File: src/rtl/frame_render_pkg.sv
// Shared constants and types for the frame renderer: VGA 640x480 timing,
// game geometry, colours, the per-frame state snapshot and the pipe hit test.
package frame_render_pkg;

    localparam logic [9:0] H_TOTAL        = 10'd800;
    localparam logic [9:0] H_VISIBLE      = 10'd640;
    localparam logic [9:0] H_SYNC_START   = 10'd656;
    localparam logic [9:0] H_SYNC_END     = 10'd752;
    localparam logic [9:0] H_LAST         = H_TOTAL - 10'd1;
    localparam logic [9:0] H_LAST_VISIBLE = H_VISIBLE - 10'd1;

    localparam logic [9:0] V_TOTAL        = 10'd525;
    localparam logic [9:0] V_VISIBLE      = 10'd480;
    localparam logic [9:0] V_SYNC_START   = 10'd490;
    localparam logic [9:0] V_SYNC_END     = 10'd492;
    localparam logic [9:0] V_LAST         = V_TOTAL - 10'd1;
    localparam logic [9:0] V_LAST_VISIBLE = V_VISIBLE - 10'd1;

    localparam logic [9:0] BIRD_X      = 10'd10;
    localparam logic [9:0] BIRD_SIZE   = 10'd16;
    localparam logic [9:0] BIRD_X_END  = BIRD_X + BIRD_SIZE;
    localparam logic [9:0] PIPE_WIDTH  = 10'd50;
    localparam logic [9:0] PIPE_GAP    = 10'd50;
    localparam logic [9:0] SCORE_ROWS  = 10'd8;

    typedef logic [11:0] rgb_t;

    localparam rgb_t COLOUR_BLANK       = 12'h000;
    localparam rgb_t COLOUR_BIRD        = 12'hFF0;
    localparam rgb_t COLOUR_BIRD_RISING = 12'hF80;
    localparam rgb_t COLOUR_PIPE        = 12'h0C0;
    localparam rgb_t COLOUR_SKY         = 12'h4AF;
    localparam rgb_t COLOUR_FAIL        = 12'h800;
    localparam rgb_t COLOUR_SCORE       = 12'hFFF;

    typedef struct packed {
        logic [15:0] bird_y;
        logic [19:0] pipe1;
        logic [19:0] pipe2;
        logic [19:0] pipe3;
        logic        fail;
        logic [15:0] score;
    } snapshot_t;

    localparam snapshot_t SNAPSHOT_RESET = '{
        bird_y: 16'd240,
        pipe1:  20'd0,
        pipe2:  20'd0,
        pipe3:  20'd0,
        fail:   1'b0,
        score:  16'd0
    };

    // 11-bit sums so that x+width and y+gap never wrap for large pipe values.
    function automatic logic pipe_hit(input logic [9:0] h, input logic [9:0] game_y,
                                      input logic [19:0] pipe);
        logic [10:0] x;
        logic [10:0] y;
        x = {1'b0, pipe[19:10]};
        y = {1'b0, pipe[9:0]};
        return ({1'b0, h} >= x) && ({1'b0, h} < x + {1'b0, PIPE_WIDTH}) &&
               (({1'b0, game_y} < y) || ({1'b0, game_y} >= y + {1'b0, PIPE_GAP}));
    endfunction

endpackage

File: src/rtl/vga_timing.sv
// Pixel-tick prescaler and 800x525 raster counters with raw (unregistered)
// active-low syncs and the visible-area flag for the current counter value.
module vga_timing
    import frame_render_pkg::*;
(
    input  logic       clk,
    input  logic       rst,
    output logic       tick,
    output logic [9:0] hcount,
    output logic [9:0] vcount,
    output logic       hs_raw,
    output logic       vs_raw,
    output logic       visible
);

    logic [1:0] prescaler;

    assign tick = (prescaler == 2'd3);

    always_ff @(posedge clk or posedge rst) begin
        if (rst) begin
            prescaler <= 2'd0;
            hcount    <= 10'd0;
            vcount    <= 10'd0;
        end else begin
            prescaler <= prescaler + 2'd1;
            if (tick) begin
                if (hcount == H_LAST) begin
                    hcount <= 10'd0;
                    vcount <= (vcount == V_LAST) ? 10'd0 : vcount + 10'd1;
                end else begin
                    hcount <= hcount + 10'd1;
                end
            end
        end
    end

    assign hs_raw  = !((hcount >= H_SYNC_START) && (hcount < H_SYNC_END));
    assign vs_raw  = !((vcount >= V_SYNC_START) && (vcount < V_SYNC_END));
    assign visible = (hcount < H_VISIBLE) && (vcount < V_VISIBLE);

endmodule

File: src/rtl/frame_render.sv
// Renders bird, three pipes and background onto a 640x480 VGA raster from a
// once-per-frame snapshot of game state. Optional score bar: define SCORE_BAR_EN.
module frame_render
    import frame_render_pkg::*;
(
    input  logic        clk,
    input  logic        rst,
    input  logic [15:0] bird_y,
    input  logic [19:0] pipe1,
    input  logic [19:0] pipe2,
    input  logic [19:0] pipe3,
    input  logic        fail,
    input  logic [15:0] score,
    output logic        hs,
    output logic        vs,
    output logic [3:0]  r,
    output logic [3:0]  g,
    output logic [3:0]  b,
    output logic        frame_start
);

    logic       tick;
    logic [9:0] hcount;
    logic [9:0] vcount;
    logic       hs_raw;
    logic       vs_raw;
    logic       visible;

    vga_timing u_timing (
        .clk     (clk),
        .rst     (rst),
        .tick    (tick),
        .hcount  (hcount),
        .vcount  (vcount),
        .hs_raw  (hs_raw),
        .vs_raw  (vs_raw),
        .visible (visible)
    );

    snapshot_t shadow;
    logic      snap;

    // Snapshot at the start of vertical blanking so a whole frame sees one state.
    assign snap = tick && (hcount == 10'd0) && (vcount == V_VISIBLE);

    always_ff @(posedge clk or posedge rst) begin
        if (rst) begin
            shadow <= SNAPSHOT_RESET;
        end else if (snap) begin
            shadow <= '{bird_y: bird_y, pipe1: pipe1, pipe2: pipe2, pipe3: pipe3,
                        fail: fail, score: score};
        end
    end

    logic [9:0] game_y;
    logic [9:0] bird_bottom;
    logic       bird_hit;
    logic       pipe_any;
    logic       unused_bits;

    assign game_y      = V_LAST_VISIBLE - vcount;
    assign bird_bottom = shadow.bird_y[9:0];
    assign bird_hit    = (hcount >= BIRD_X) && (hcount < BIRD_X_END) &&
                         ({1'b0, game_y} >= {1'b0, bird_bottom}) &&
                         ({1'b0, game_y} < {1'b0, bird_bottom} + {1'b0, BIRD_SIZE});
    assign pipe_any    = pipe_hit(hcount, game_y, shadow.pipe1) ||
                         pipe_hit(hcount, game_y, shadow.pipe2) ||
                         pipe_hit(hcount, game_y, shadow.pipe3);

`ifdef SCORE_BAR_EN
    logic [9:0] bar_end;
    logic       score_hit;

    assign bar_end     = (shadow.score[9:0] > H_LAST_VISIBLE) ? H_LAST_VISIBLE
                                                              : shadow.score[9:0];
    assign score_hit   = (vcount < SCORE_ROWS) && (hcount < bar_end);
    assign unused_bits = ^{shadow.bird_y[14:10], shadow.score[15:10]};
`else
    assign unused_bits = ^{shadow.bird_y[14:10], shadow.score};
`endif

    rgb_t colour;

    always_comb begin
        colour = COLOUR_BLANK;
        if (visible) begin
            if (bird_hit) begin
                colour = shadow.bird_y[15] ? COLOUR_BIRD_RISING : COLOUR_BIRD;
            end else if (pipe_any) begin
                colour = COLOUR_PIPE;
`ifdef SCORE_BAR_EN
            end else if (score_hit) begin
                colour = COLOUR_SCORE;
`endif
            end else begin
                colour = shadow.fail ? COLOUR_FAIL : COLOUR_SKY;
            end
        end
    end

    // Colour and syncs share one tick of latency so they stay aligned at the pins.
    always_ff @(posedge clk or posedge rst) begin
        if (rst) begin
            hs          <= 1'b1;
            vs          <= 1'b1;
            r           <= 4'd0;
            g           <= 4'd0;
            b           <= 4'd0;
            frame_start <= 1'b0;
        end else begin
            frame_start <= snap;
            if (tick) begin
                hs        <= hs_raw;
                vs        <= vs_raw;
                {r, g, b} <= colour;
            end
        end
    end

endmodule

File: config.mk
export PLATFORM = sky130hd
export DESIGN_NAME = frame_render
export DESIGN_NICKNAME = d
export VERILOG_FILES = /design/src/rtl/frame_render_pkg.sv /design/src/rtl/vga_timing.sv /design/src/rtl/frame_render.sv
export SDC_FILE = /design/constraint.sdc
export NUM_CORES = 1
export LEC_CHECK = 0
export CORE_ASPECT_RATIO = 1.1
export CORE_MARGIN = 2
export CORE_UTILIZATION = 50
export CTS_BUF_LIST = sky130_fd_sc_hd__clkbuf_16
export DETAILED_ROUTE_END_ITERATION = 6
export PLACE_DENSITY = 0.78
export SLEW_MARGIN = 20
export SYNTH_ARGS = -nofsm -noshare
export SYNTH_HDL_FRONTEND = slang
export SYNTH_SLANG_ARGS = --single-unit
File: constraint.sdc
create_clock -name clk -period 4.9 [get_ports clk]
set_clock_uncertainty 0.2 [all_clocks]
set_input_delay 0.98 -clock clk [delete_from_list [all_inputs] [get_ports clk]]
set_output_delay 0.98 -clock clk [all_outputs]
set_load 0.05 [all_outputs]
==> results of run 1 <==
## cells by family (layout without fill, tap and decap cells)
group | count (synthesis) | after routing | synth area share [%]
flip-flops | 105 | 105 | 32.5
buffers and inverters | 110 | 200 | 5.53
multiplexers | 10 | 10 | 1.38
adder cells (fa/ha/maj) | 144 | 144 | 22.2
AO/OA/AOI/OAI | 217 | 217 | 16.9
XOR/XNOR | 60 | 60 | 6.49
AND/OR/NAND/NOR | 243 | 243 | 14.9
## per-layer routing
| metal | share of wire, % | wire length (um) | global-route usage, % |
|---|---|---|---|
| met4 | 1.4 | 251 | 5.49 |
| met1 | 46 | 8490 | 29.1 |
| met3 | 3.7 | 690 | 4.35 |
| met5 | 0 | 0 | 0 |
| met2 | 49 | 9020 | 39.9 |
## flip-flops by register name, indices dropped and copies added (netlist names)
name	cells
shadow	62
bird_bottom	10
u_timing.hcount	10
u_timing.vcount	10
g	4
r	3
u_timing.prescaler	2
b	1
frame_start	1
hs	1
vs	1
## through the flow
step                      cells  power [uW]  setup WS, ps
after floorplan             889         896           969
after global placement     1163         961          1280
after detailed placement   1163         962          1250
after CTS                  1179        1650          1210
after global routing       1179        1700           976
final                      1179        1640          1250
## where the power goes
group / switching [uW] / internal, uW
combinational: 25.1 / 52.1
sequential: 0 / 866
clock: 349 / 344
total: 375 / 1260
## cells in the mapped netlist (all sizes together) (10+ instances only)
cell type and n:
a21o 14, and3 10, o21ai 97, xnor2 55, a21oi 32, nand4 18
ha 144, nand2 102, nor2 33, nor3 11, nor4 10, buf 13
dfrtp 99, inv 87, clkbuf 10, nand3 26
## how the worst max path moves through the flow
stage,from,to,slack (ps),cells past startpoint
floorplan,rst,b[2],970,1
global placement,u_timing.vcount[6],g[2],1280,12
detailed placement,shadow[38],g[1],1250,13
CTS,shadow[38],g[2],1210,13
global route,shadow[38],g[2],980,13
finish,shadow[38],g[2],1250,13
## final cells by class
type                            instances  area [um^2]  area share [%]
Timing Repair Buffer                   97          948            10.0
Tap cell                              200          250            2.65
Clock inverter                          7         47.5           0.503
Clock buffer                            9          225            2.38
Inverter                               87          329            3.48
Multi-Input combinational cell        674         5020            53.1
Sequential cell                       105         2640            27.9
==> results.py, run 1 <==
metrics = {
    "critical_path": {
        "reg2reg_slack_ps": 1250,
        "slowest_stage": "nor4_1",
        "crit_family": "compound AO/OA/AOI/OAI gates",
        "required_ps": 4930,
        "critPathBufInv": 0,
        "crit_chain": "ha_1, a21oi_1, nand2_1, nand4_1, xnor2_1, ha_1, a2111oi_0, o21ai_0, a21oi_1, o32ai_1, and3_1, nor4_1, o2bb2ai_1",
        "slowest_delay_ps": 490,
        "critical_path_class": "flip-flop to flip-flop",
        "r2r-start": "shadow[38]",
        "endpoint_kind": "flip-flop",
        "r2r-end": "g[2]",
        "start_kind": "flip-flop",
        "rr_worst_depth": 13,
        "cp.arrival_ps": 3680,
        "path_max_fanout": 4,
    },
    "drt": {
        "wl_per_cell_um": 15.6,
        "via_per_inst": 5.62,
        "drc": 0,
        "first_pass_iters": 6,
        "routed_wl_um": 18500,
        "dr_total_vias": 6631,
        "drt_iter0_drc": 420,
        "ant_nets": 0,
    },
    "logic_synthesis": {
        "ys_ff_latch": 105,
        "async_flop_share_pct": 100,
        "yosys-top-cells-area": "dfrtp_1 31%, ha_1 22%, xnor2_1 5.9%",
        "synth_edf_count": 0,
        "ys_seq_area_share_pct": 32.5,
        "ys.flop_type": "dfrtp_1",
        "yosys_warnings": 0,
        "syn_avg_cell_area_um2": 9.11,
        "synth_top_area_share_pct": 30.6,
        "syn_area_mm2": 0.00810,
        "yosysTopAreaCell": "dfrtp_1",
        "synth_cells": 889,
        "synth_cell_types": 72,
        "syn_nets": 1128,
    },
    "outcome": {
        "status": "finished clean",
    },
    "clock_network": {
        "clock_sinks": 105,
        "cts_setup_buffers": 0,
        "clk_pin_slew_ps": 70,
        "clock_path_buffers": 2,
        "htree_num_levels": 3,
        "holdBufCountCts": 0,
        "cts_root_buf": "clkbuf_16",
        "clk-insertion-delay-late_ps": 370,
        "cts_tree": "yes",
        "cts_resized": 0,
        "cts_made_buffers": 9,
    },
    "run": {
        "maxCapViolations": 0,
    },
    "floorplanning": {
        "start_util_pct": 51.3,
        "fp.dieArea_mm2": 0.0172,
        "die_h_um": 137,
        "core_area_mm2": 0.0158,
        "die_w_um": 125,
        "io-pin-count": 110,
        "std_cell_rows": 48,
    },
    "layout": {
        "final_layout_size_suffix_gt1_share_pct": 4.49,
        "final_nets": 1213,
        "mostFrequentLayoutCell": "ha_1",
        "utilization_pct": 59.9,
        "fillers": 1388,
        "layout_common_cells": "144 x ha_1, 102 x nand2_1, 99 x dfrtp_1, 88 x clkdlybuf4s50_1",
        "diodes": 0,
        "syn_to_final_growth_pct": 16.8,
        "stdcell_area_mm2": 0.00946,
    },
    "timing": {
        "timing.hold.ws_ps": 226,
        "worstMarginPinSlew_ps": 1020,
        "fin_crit_ps": 3650,
        "drv_slew": 0,
        "setup_tns_ps": 0,
        "setup_violations": 0,
        "max_freq_ghz": 0.274,
        "max_slew_margin_pct": 31.0,
        "fin_crit_sh_pct": 74.6,
        "timing.final.hold_violations": 0,
        "rsz0062_at_grt": "no",
    },
    "grt": {
        "track_usage_pct": 22.7,
        "antenna_found_initial": 0,
        "overflow": 0,
        "grt_pass1_wl_um": 31700,
        "grt_start_max_net_pins": 96,
        "grt_pass1_vias": 6657,
    },
    "placed_design": {
        "port_buffers": 88,
        "hpwl_um": 13800,
        "gp_congestion": 0.862,
        "place_area_mm2": 0.00919,
    },
    "power": {
        "p_leak_uw": 0.00457,
        "vdd_drop_max_mv": 0.166,
        "p_per_area_mw_per_mm2": 173,
    },
    "worst_hold_path": {
        "worstHoldPathType": "flip-flop to flip-flop",
        "hold_start": "u_timing.prescaler[0]",
        "hold_depth": 1,
        "whs_endpoint": "u_timing.prescaler[0]",
    },
}
No activity file was read; power rests on OpenSTA's default activity.
==> inputs of run 2 (changes only) <==
==> constraint.sdc (replaced) <==
create_clock -name clk -period 3.4 [get_ports clk]
set_clock_uncertainty 0.2 [all_clocks]
set_input_delay 0.68 -clock clk [delete_from_list [all_inputs] [get_ports clk]]
set_output_delay 0.68 -clock clk [all_outputs]
set_load 0.05 [all_outputs]
==> run 2 against run 1 <==
Effect of this change: global-route usage increased by 1.5 points; cell count up 5.6%; cell area is 8.2% higher; first-iteration DRC count fell by 12%.
==> results.py, run 2 (synthesized netlist as in run 1, its figures left out) <==
metrics = {
    "layout": {
        "final_layout_size_suffix_gt1_share_pct": 13.1,
        "mostFrequentLayoutCell": "ha_1",
        "largest-register": "shadow",
        "syn_to_final_growth_pct": 26.4,
        "final_cells": 1245,
        "stdcell_area_mm2": 0.0102,
        "final_nets": 1279,
        "largest_reg_flops": 62,
        "utilization_pct": 64.8,
        "layout_common_cells": "140 x ha_1, 102 x nand2_1, 99 x dfrtp_1, 88 x clkdlybuf4s50_1, 86 x inv_1",
        "diodes": 0,
    },
    "power": {
        "p_leak_uw": 0.00493,
        "vdd_drop_max_mv": 0.263,
        "p_per_area_mw_per_mm2": 227,
    },
    "clock_network": {
        "cts_tree": "yes",
        "clk-insertion-delay-late_ps": 360,
        "clock_sinks": 105,
        "htree_num_levels": 3,
        "holdBufCountCts": 0,
        "clk_pin_slew_ps": 70,
        "cts_made_buffers": 9,
        "clock_path_buffers": 2,
        "cts_root_buf": "clkbuf_16",
    },
    "critical_path": {
        "r2r-start": "shadow[69]",
        "r2r-end": "g[1]",
        "required_ps": 3440,
        "start_kind": "flip-flop",
        "reg2reg_slack_ps": 90,
        "endpoint_kind": "flip-flop",
        "cp.arrival_ps": 3350,
        "path_max_fanout": 3,
        "critical_path_class": "flip-flop to flip-flop",
        "rr_worst_depth": 11,
    },
    "floorplanning": {
        "die_h_um": 137,
        "io-pin-count": 110,
        "die_w_um": 125,
        "fp.dieArea_mm2": 0.0172,
        "std_cell_rows": 48,
        "core_area_mm2": 0.0158,
        "start_util_pct": 51.3,
    },
    "worst_hold_path": {
        "worstHoldPathType": "flip-flop to flip-flop",
        "hold_depth": 1,
        "hold_start": "u_timing.prescaler[0]",
        "whs_endpoint": "u_timing.prescaler[0]",
    },
    "drt": {
        "via_per_inst": 5.63,
        "first_pass_iters": 5,
        "dr_total_vias": 7013,
        "drt_iter0_drc": 370,
        "ant_nets": 0,
        "wl_per_cell_um": 16.1,
        "drc": 0,
        "routed_wl_um": 20000,
    },
    "timing": {
        "timing.final.hold_violations": 0,
        "fin_crit_ps": 3310,
        "setup_tns_ps": 0,
        "drv_slew": 0,
        "worstMarginPinSlew_ps": 847,
        "setup_violations": 0,
        "max_slew_margin_pct": 43.4,
        "max_freq_ghz": 0.302,
        "fin_crit_sh_pct": 97.4,
    },
    "grt": {
        "track_usage_pct": 24.2,
        "overflow": 0,
        "antenna_found_initial": 0,
        "grt_start_max_net_pins": 109,
        "grt_pass1_vias": 7040,
        "grt_pass1_wl_um": 33600,
    },
    "placed_design": {
        "gp_congestion": 0.906,
        "port_buffers": 88,
        "hpwl_um": 14900,
        "place_area_mm2": 0.00972,
        "dp_cells": 1224,
    },
    "run": {
        "maxCapViolations": 0,
    },
    "outcome": {
        "status": "finished clean",
    },
}
## run 2: cell count changes in the layout (fill, tap and decap cells not counted), sizes merged
cell,delta
buf,+66
clkinv,+5
inv,-3
clkinvlp,-2
## run 2: metrics by stage
stage | power (uW) | setup slack, ps | hold WS [ps]
global placement | 1390 | -99.1 | 214
finish | 2320 | 90.0 | 231
global route | 2400 | -9.92 | 259
CTS | 2340 | 5.02 | 227
detailed placement | 1390 | -272 | 217
floorplan | 1290 | 76.3 | 201
## run 2: worst max-delay path by stage
stage / cells after the start / from / slack, ps / to
2_1_floorplan: 11 / u_timing.vcount[5] / 80 / g[3]
3_3_place_gp: 11 / u_timing.vcount[5] / -100 / g[2]
3_5_place_dp: 11 / u_timing.vcount[5] / -270 / g[2]
4_1_cts: 13 / shadow[38] / 5 / g[3]
5_1_grt: 11 / shadow[69] / -10 / g[1]
6_report: 11 / shadow[69] / 90 / g[1]
## run 2: power by group
group,total [uW],leakage [uW],internal [uW],switching (uW)
clock,952,0.000130,482,470
combinational,120,0.00369,81.3,38.6
sequential,1250,0.00110,1250,0
total,2320,0.00493,1810,509
## run 2: layout make-up
type / count / area [um^2]
clock buffer: 9 / 225
clock inverter: 7 / 28.8
fill: 1270 / 5560
inverter: 87 / 330
multi-input combinational: 674 / 5260
sequential: 105 / 2640
tap: 200 / 250
timing repair buffer: 163 / 1510
## run 2: layer usage
metal,routed length [um],vias up,part of all wire [%],track usage [%]
met5,0,-,0,0
met2,10000,164,50,44.4
li1,-,3477,-,-
met4,432,0,2.2,8.46
met3,704,31,3.5,2.72
met1,8840,3341,44,29.7
## run 2: critical path: stages, from the launching register on
cell and delay, ps:
dfrtp_1 410, a311o_1 390, and3_4 200, xnor2_1 130, ha_1 320, a21o_1 180
a211oi_2 210, o21ai_1 90, o211a_1 260, a311oi_4 400, nor4_4 100, a221o_1 310
## run 2: repair_timing
action                                  CTS  global route
gates resized for setup                  14            32
endpoints found under the hold margin     0             0
buffers inserted                          2             3
endpoints found under the setup margin    6             7
gates cloned                              0             0
pin swaps                                 2            22
==> inputs of run 3 (changes only) <==
--- a/config.mk
+++ b/config.mk
@@ -10,7 +10,9 @@
 export CORE_UTILIZATION = 50
 export CTS_BUF_LIST = sky130_fd_sc_hd__clkbuf_16
 export DETAILED_ROUTE_END_ITERATION = 6
+export GPL_ROUTABILITY_DRIVEN = 0
 export PLACE_DENSITY = 0.78
+export RECOVER_POWER = 100
 export SLEW_MARGIN = 20
 export SYNTH_ARGS = -nofsm -noshare
 export SYNTH_HDL_FRONTEND = slang
==> run 3 against run 2 <==
Effect of this change: the run now ends with max-capacitance violations, max-slew violations left; cell count is the same; sequential share of layout area grew 0.20 points; cell area is 0.78% lower; non-clock buffer count unchanged; die area unchanged; power shrank 0.10%; routed wire length hardly changed; critical path depth did not move; sequential power barely moved; worst setup slack about the same; via count shrank 0.23%; largest power group unchanged.
==> results.py, run 3 (synthesized netlist as in run 1, its figures left out) <==
metrics = {
    "clock_network": {
        "htree_num_levels": 3,
        "cts_root_buf": "clkbuf_16",
        "clk-insertion-delay-late_ps": 360,
        "cts_tree": "yes",
        "clk_pin_slew_ps": 70,
        "clock_sinks": 105,
        "clock_path_buffers": 2,
        "cts_made_buffers": 9,
    },
    "timing": {
        "max_slew_margin_pct": -3.44,
        "worstMarginPinSlew_ps": 1540,
        "fin_crit_ps": 3310,
        "setup_tns_ps": 0,
        "timing.final.hold_violations": 0,
        "max_freq_ghz": 0.302,
        "fin_crit_sh_pct": 97.4,
        "setup_violations": 0,
        "drv_slew": 34,
        "timing.hold.ws_ps": 229,
    },
    "placed_design": {
        "port_buffers": 88,
        "place_area_mm2": 0.00972,
        "hpwl_um": 14900,
        "dp_cells": 1224,
    },
    "layout": {
        "layout_common_cells": "140 x ha_1, 102 x nand2_1, 99 x dfrtp_1, 94 x o21ai_0, 86 x inv_1",
        "final_nets": 1279,
        "stdcell_area_mm2": 0.0102,
        "syn_to_final_growth_pct": 25.4,
        "diodes": 0,
        "final_layout_size_suffix_gt1_share_pct": 12.2,
        "largest-register": "shadow",
        "largest_reg_flops": 62,
        "final_cells": 1245,
        "mostFrequentLayoutCell": "ha_1",
        "utilization_pct": 64.3,
    },
    "critical_path": {
        "path_max_fanout": 3,
        "cp.arrival_ps": 3350,
        "critical_path_class": "flip-flop to flip-flop",
        "slowest_stage": "dfrtp_1",
        "crit_family": "compound AO/OA/AOI/OAI gates",
        "slowest_delay_ps": 410,
        "crit_chain": "a311o_1, and3_4, xnor2_1, ha_1, a21o_1, a211oi_2, o21ai_1, o211a_1, a311oi_4, nor4_4, a221o_1",
        "endpoint_kind": "flip-flop",
        "critPathBufInv": 0,
        "start_kind": "flip-flop",
        "required_ps": 3440,
    },
    "power": {
        "p_leak_uw": 0.00489,
        "p_per_area_mw_per_mm2": 228,
        "vdd_drop_max_mv": 0.260,
    },
    "grt": {
        "overflow": 0,
        "grt_start_max_net_pins": 109,
        "antenna_found_initial": 0,
        "track_usage_pct": 24.2,
        "grt_pass1_vias": 7040,
        "grt_pass1_wl_um": 33600,
    },
    "floorplanning": {
        "die_w_um": 125,
        "fp.dieArea_mm2": 0.0172,
        "io-pin-count": 110,
        "die_h_um": 137,
        "start_util_pct": 51.3,
        "core_area_mm2": 0.0158,
        "std_cell_rows": 48,
    },
    "outcome": {
        "violations": "max-capacitance violations, max-slew violations",
        "status": "finished with violations",
    },
    "drt": {
        "drt_iter0_drc": 418,
        "drc": 0,
        "wl_per_cell_um": 16.1,
        "first_pass_iters": 4,
        "ant_nets": 0,
        "routed_wl_um": 20000,
        "via_per_inst": 5.62,
        "dr_total_vias": 6997,
    },
    "worst_hold_path": {
        "worstHoldPathType": "flip-flop to flip-flop",
    },
    "run": {
        "maxCapViolations": 1,
    },
}
run 3: cell types whose count changed in the layout (fill, tap and decap cells not counted), sizes merged:
| cell | change |
|---|---|
| buf | -8 |
| dlygate4sd3 | +16 |
| dlymetal6s2s | +1 |
| clkbuf | +7 |
| clkdlybuf4s50 | -16 |
run 3: layout make-up:
cell class	instances	area [um^2]
fillers	1286	5640
multi-input cells	674	5240
flip-flops and latches	105	2640
repair buffers	163	1450
inverters	87	328
well taps	200	250
clock buffers	9	225
clock inverters	7	28.8
run 3: repair_timing:
action / in CTS / in global routing
endpoints found under the setup margin: 6 / 7
hold buffers: 0 / 0
pin swaps: 2 / 22
gates cloned: 0 / 0
resized for setup: 14 / 32
buffers inserted: 2 / 3
run 3: routing by layer:
layer	routed length [um]	track usage, %	vias up	share of wire (%)
li1	-	-	3483	-
met1	8900	29.7	3359	44
met2	10100	44.4	127	50
met3	640	2.72	28	3.2
met4	417	8.46	0	2.1
met5	0	0	-	0
run 3: worst paths after layout:
| check | depth (start not counted) | slack, ps | startpoint | to |
|---|---|---|---|---|
| max reg2reg | 11 | 90 | shadow[69] | g[1] |
| min in group asynchronous | 2 | 930 | rst | shadow[73] |
| min reg2reg | 1 | 230 | u_timing.prescaler[0] | u_timing.prescaler[0] |
| max in group asynchronous | 3 | 500 | rst | r[2] |
| max | 11 | 90 | shadow[69] | g[1] |
| min | 1 | 230 | u_timing.prescaler[0] | u_timing.prescaler[0] |
run 3: metrics by stage:
step	worst slack [ps]	power, uW
CTS	5.02	2340
global route	-9.92	2390
floorplan	76.3	1290
global placement	-99.1	1390
detailed placement	-272	1390
finish	89.9	2320
run 3: where the power goes:
group          internal, uW  leakage (uW)  total [uW]  switching [uW]
Combinational          75.0       0.00365         112            37.3
Sequential             1250       0.00110        1250               0
Clock                   482      0.000130         957             475
==> RTL edit, RTL diff (flow settings as in run 2) <==
Register the output `b` once more; this adds one clock of latency there. The other outputs are not delayed to match.
--- a/src/rtl/frame_render.sv
+++ b/src/rtl/frame_render.sv
@@ -19,4 +19,6 @@
     output logic        frame_start
 );
+
+    logic [3:0] b_s0;
 
     logic       tick;
@@ -106,5 +108,5 @@
             r           <= 4'd0;
             g           <= 4'd0;
-            b           <= 4'd0;
+            b_s0        <= 4'd0;
             frame_start <= 1'b0;
         end else begin
@@ -113,9 +115,13 @@
                 hs        <= hs_raw;
                 vs        <= vs_raw;
-                {r, g, b} <= colour;
+                {r, g, b_s0} <= colour;
             end
         end
     end
 
+    always_ff @(posedge clk) begin
+        b <= b_s0;
+    end
+
 endmodule
 
Function: no difference found for any inputs over 10 cycles, from zero or initial values and one cycle with rst high; that may be too few to reach the edited logic, so the function may still have changed.
==> RTL edit against run 2 <==
- final area down 6.3%
- sequential cell count up 1
- clock power up 14%
- die area down 0.66%
- synthesized area down 0.68%
- combinational power down 8%
- setup slack better by 0.16 ns
- sequential share of layout area up 1.9 points
- critical path depth up 1
- total power up 6.2%
- synthesized cell count up 1.5%
- wire length down 5.6%
- critical endpoint is now r[3]$_DFFE_PP0P_
- largest cell class unchanged
- largest power group unchanged
- highest routed layer unchanged
==> RTL edit: results (changes against run 2) <==
- Metal3 WL: 671 µm (-4.7%)
- Flop+latch power: 1260 µW
- Fillers: 1374 (+8.2%)
- Placer Congestion: 0.884 (-2.5%)
- Wire per inst: 15.7 µm (-2.6%)
- R2R Setup Slk: 0.25 ns (+0.16 ns)
- Commonest cells post-synth: 144 x ha_1, 113 x nand2_1, 104 x o21ai_0
- Metal2 WL: 9360 µm (-6.6%)
- Least-Margin Pin Slew: 0.579 ns (-0.268 ns)
- First-pass GRT wire length: 31700 µm (-5.7%)
- WP data arrival: 3.22 ns (-0.13 ns)
- Vias in the first global route: 6606 (-6.2%)
- Part of the Yosys area used for sequential elements: 33.0% (+0.47 points)
- Syn_nets: 1141 (+1.2%)
- Leak pwr: 0.00454 µW (-7.9%)
- Run status: complete, no violations
- Worst path max stage delay: 0.43 ns (+0.02 ns)
- Setup Fix Bufs, Post-CTS: 0 (-2)
- Detailed Route WL: 18900 µm (-5.6%)
- Met2 GRT Util: 41.0% (-3.4 points)
- CTS buffer count: 9 (unchanged)
- Vias: 6774 (-3.4%)
- Placed Cells: 1190 (-2.8%)
- Largest net degree at the start of global routing: 106 (-2.8%)
- DP Wirelength: 14100 µm (-5.4%)
- VDD IR max: 0.000232 V (-12%)
- CP Max Fanout: 5 (+2)
- Iter 0 DRT Violations: 451 (+22%)
- Share of cells above drive strength 1: 6.06% (-7.0 points)
- Cells after Synth: 902 (+1.5%)
- Met3 usage: 2.70% (-0.021 points)
- P_comb: 111 µW (-8%)
- Total GRT Usage: 23.0% (-1.2 points)
- Power Internal: 1910 µW (+5.6%)
- Synth cell types: 64 (-11%)
- Largest cells by area after synthesis: dfrtp_1 31%, ha_1 22%, o21ai_0 6.5%, xnor2_1 5.8%, nand2_1 5.3%
- Post-synth ARST share: 99.1% (-0.94 points)
- Met1 usage in global routing: 29.5% (-0.21 points)
[RTL edit: what timing repair did]
action                                  in CTS  in global routing
endpoints found under the setup margin       0                  6
resized for setup                            0                  3
endpoints found under the hold margin        0                  0
[RTL edit: kinds of logic after synthesis]
logic type / share of synthesized area [%]
compound gates: 16.7
simple gates: 14.6
mux: 0.980
xor+xnor: 6.32
flops: 33.0
buf+inv: 6.02
fa+ha+maj: 22.4
[RTL edit: cell type report]
| class | count | area [µm²] | area share (%) |
|---|---|---|---|
| inverters | 97 | 368 | 3.84 |
| multi-input cells | 676 | 4920 | 51.3 |
| flip-flops and latches | 106 | 2660 | 27.7 |
| clock buffers | 9 | 225 | 2.35 |
| repair buffers | 111 | 1090 | 11.4 |
| well taps | 200 | 250 | 2.61 |
| clock inverters | 7 | 77.6 | 0.809 |
[RTL edit: final timing paths]
check	from	endpoint	cells past startpoint
worst max-delay path	shadow[18]$_DFFE_PP0P_	r[3]$_DFFE_PP0P_	12
worst min-delay path	b_s0[2]$_DFFE_PP0P_	b[2]$_DFF_P_	0
worst max register to register	shadow[18]$_DFFE_PP0P_	r[3]$_DFFE_PP0P_	12
worst min register to register	b_s0[2]$_DFFE_PP0P_	b[2]$_DFF_P_	0
max in group asynchronous	rst	shadow[65]$_DFFE_PP0P_	3
min in group asynchronous	rst	shadow[31]$_DFFE_PP0P_	3
[RTL edit: stage by stage]
step	hold slack (ns)	setup WS, ns	area [µm²]	total power, µW
2_1_floorplan	0.149	0.170	8050	1300
3_3_place_gp	0.208	0.182	9280	1400
3_5_place_dp	0.207	0.163	9280	1400
4_1_cts	0.225	0.146	9580	2480
5_1_grt	0.233	0.0369	9590	2550
6_report	0.228	0.253	9590	2470
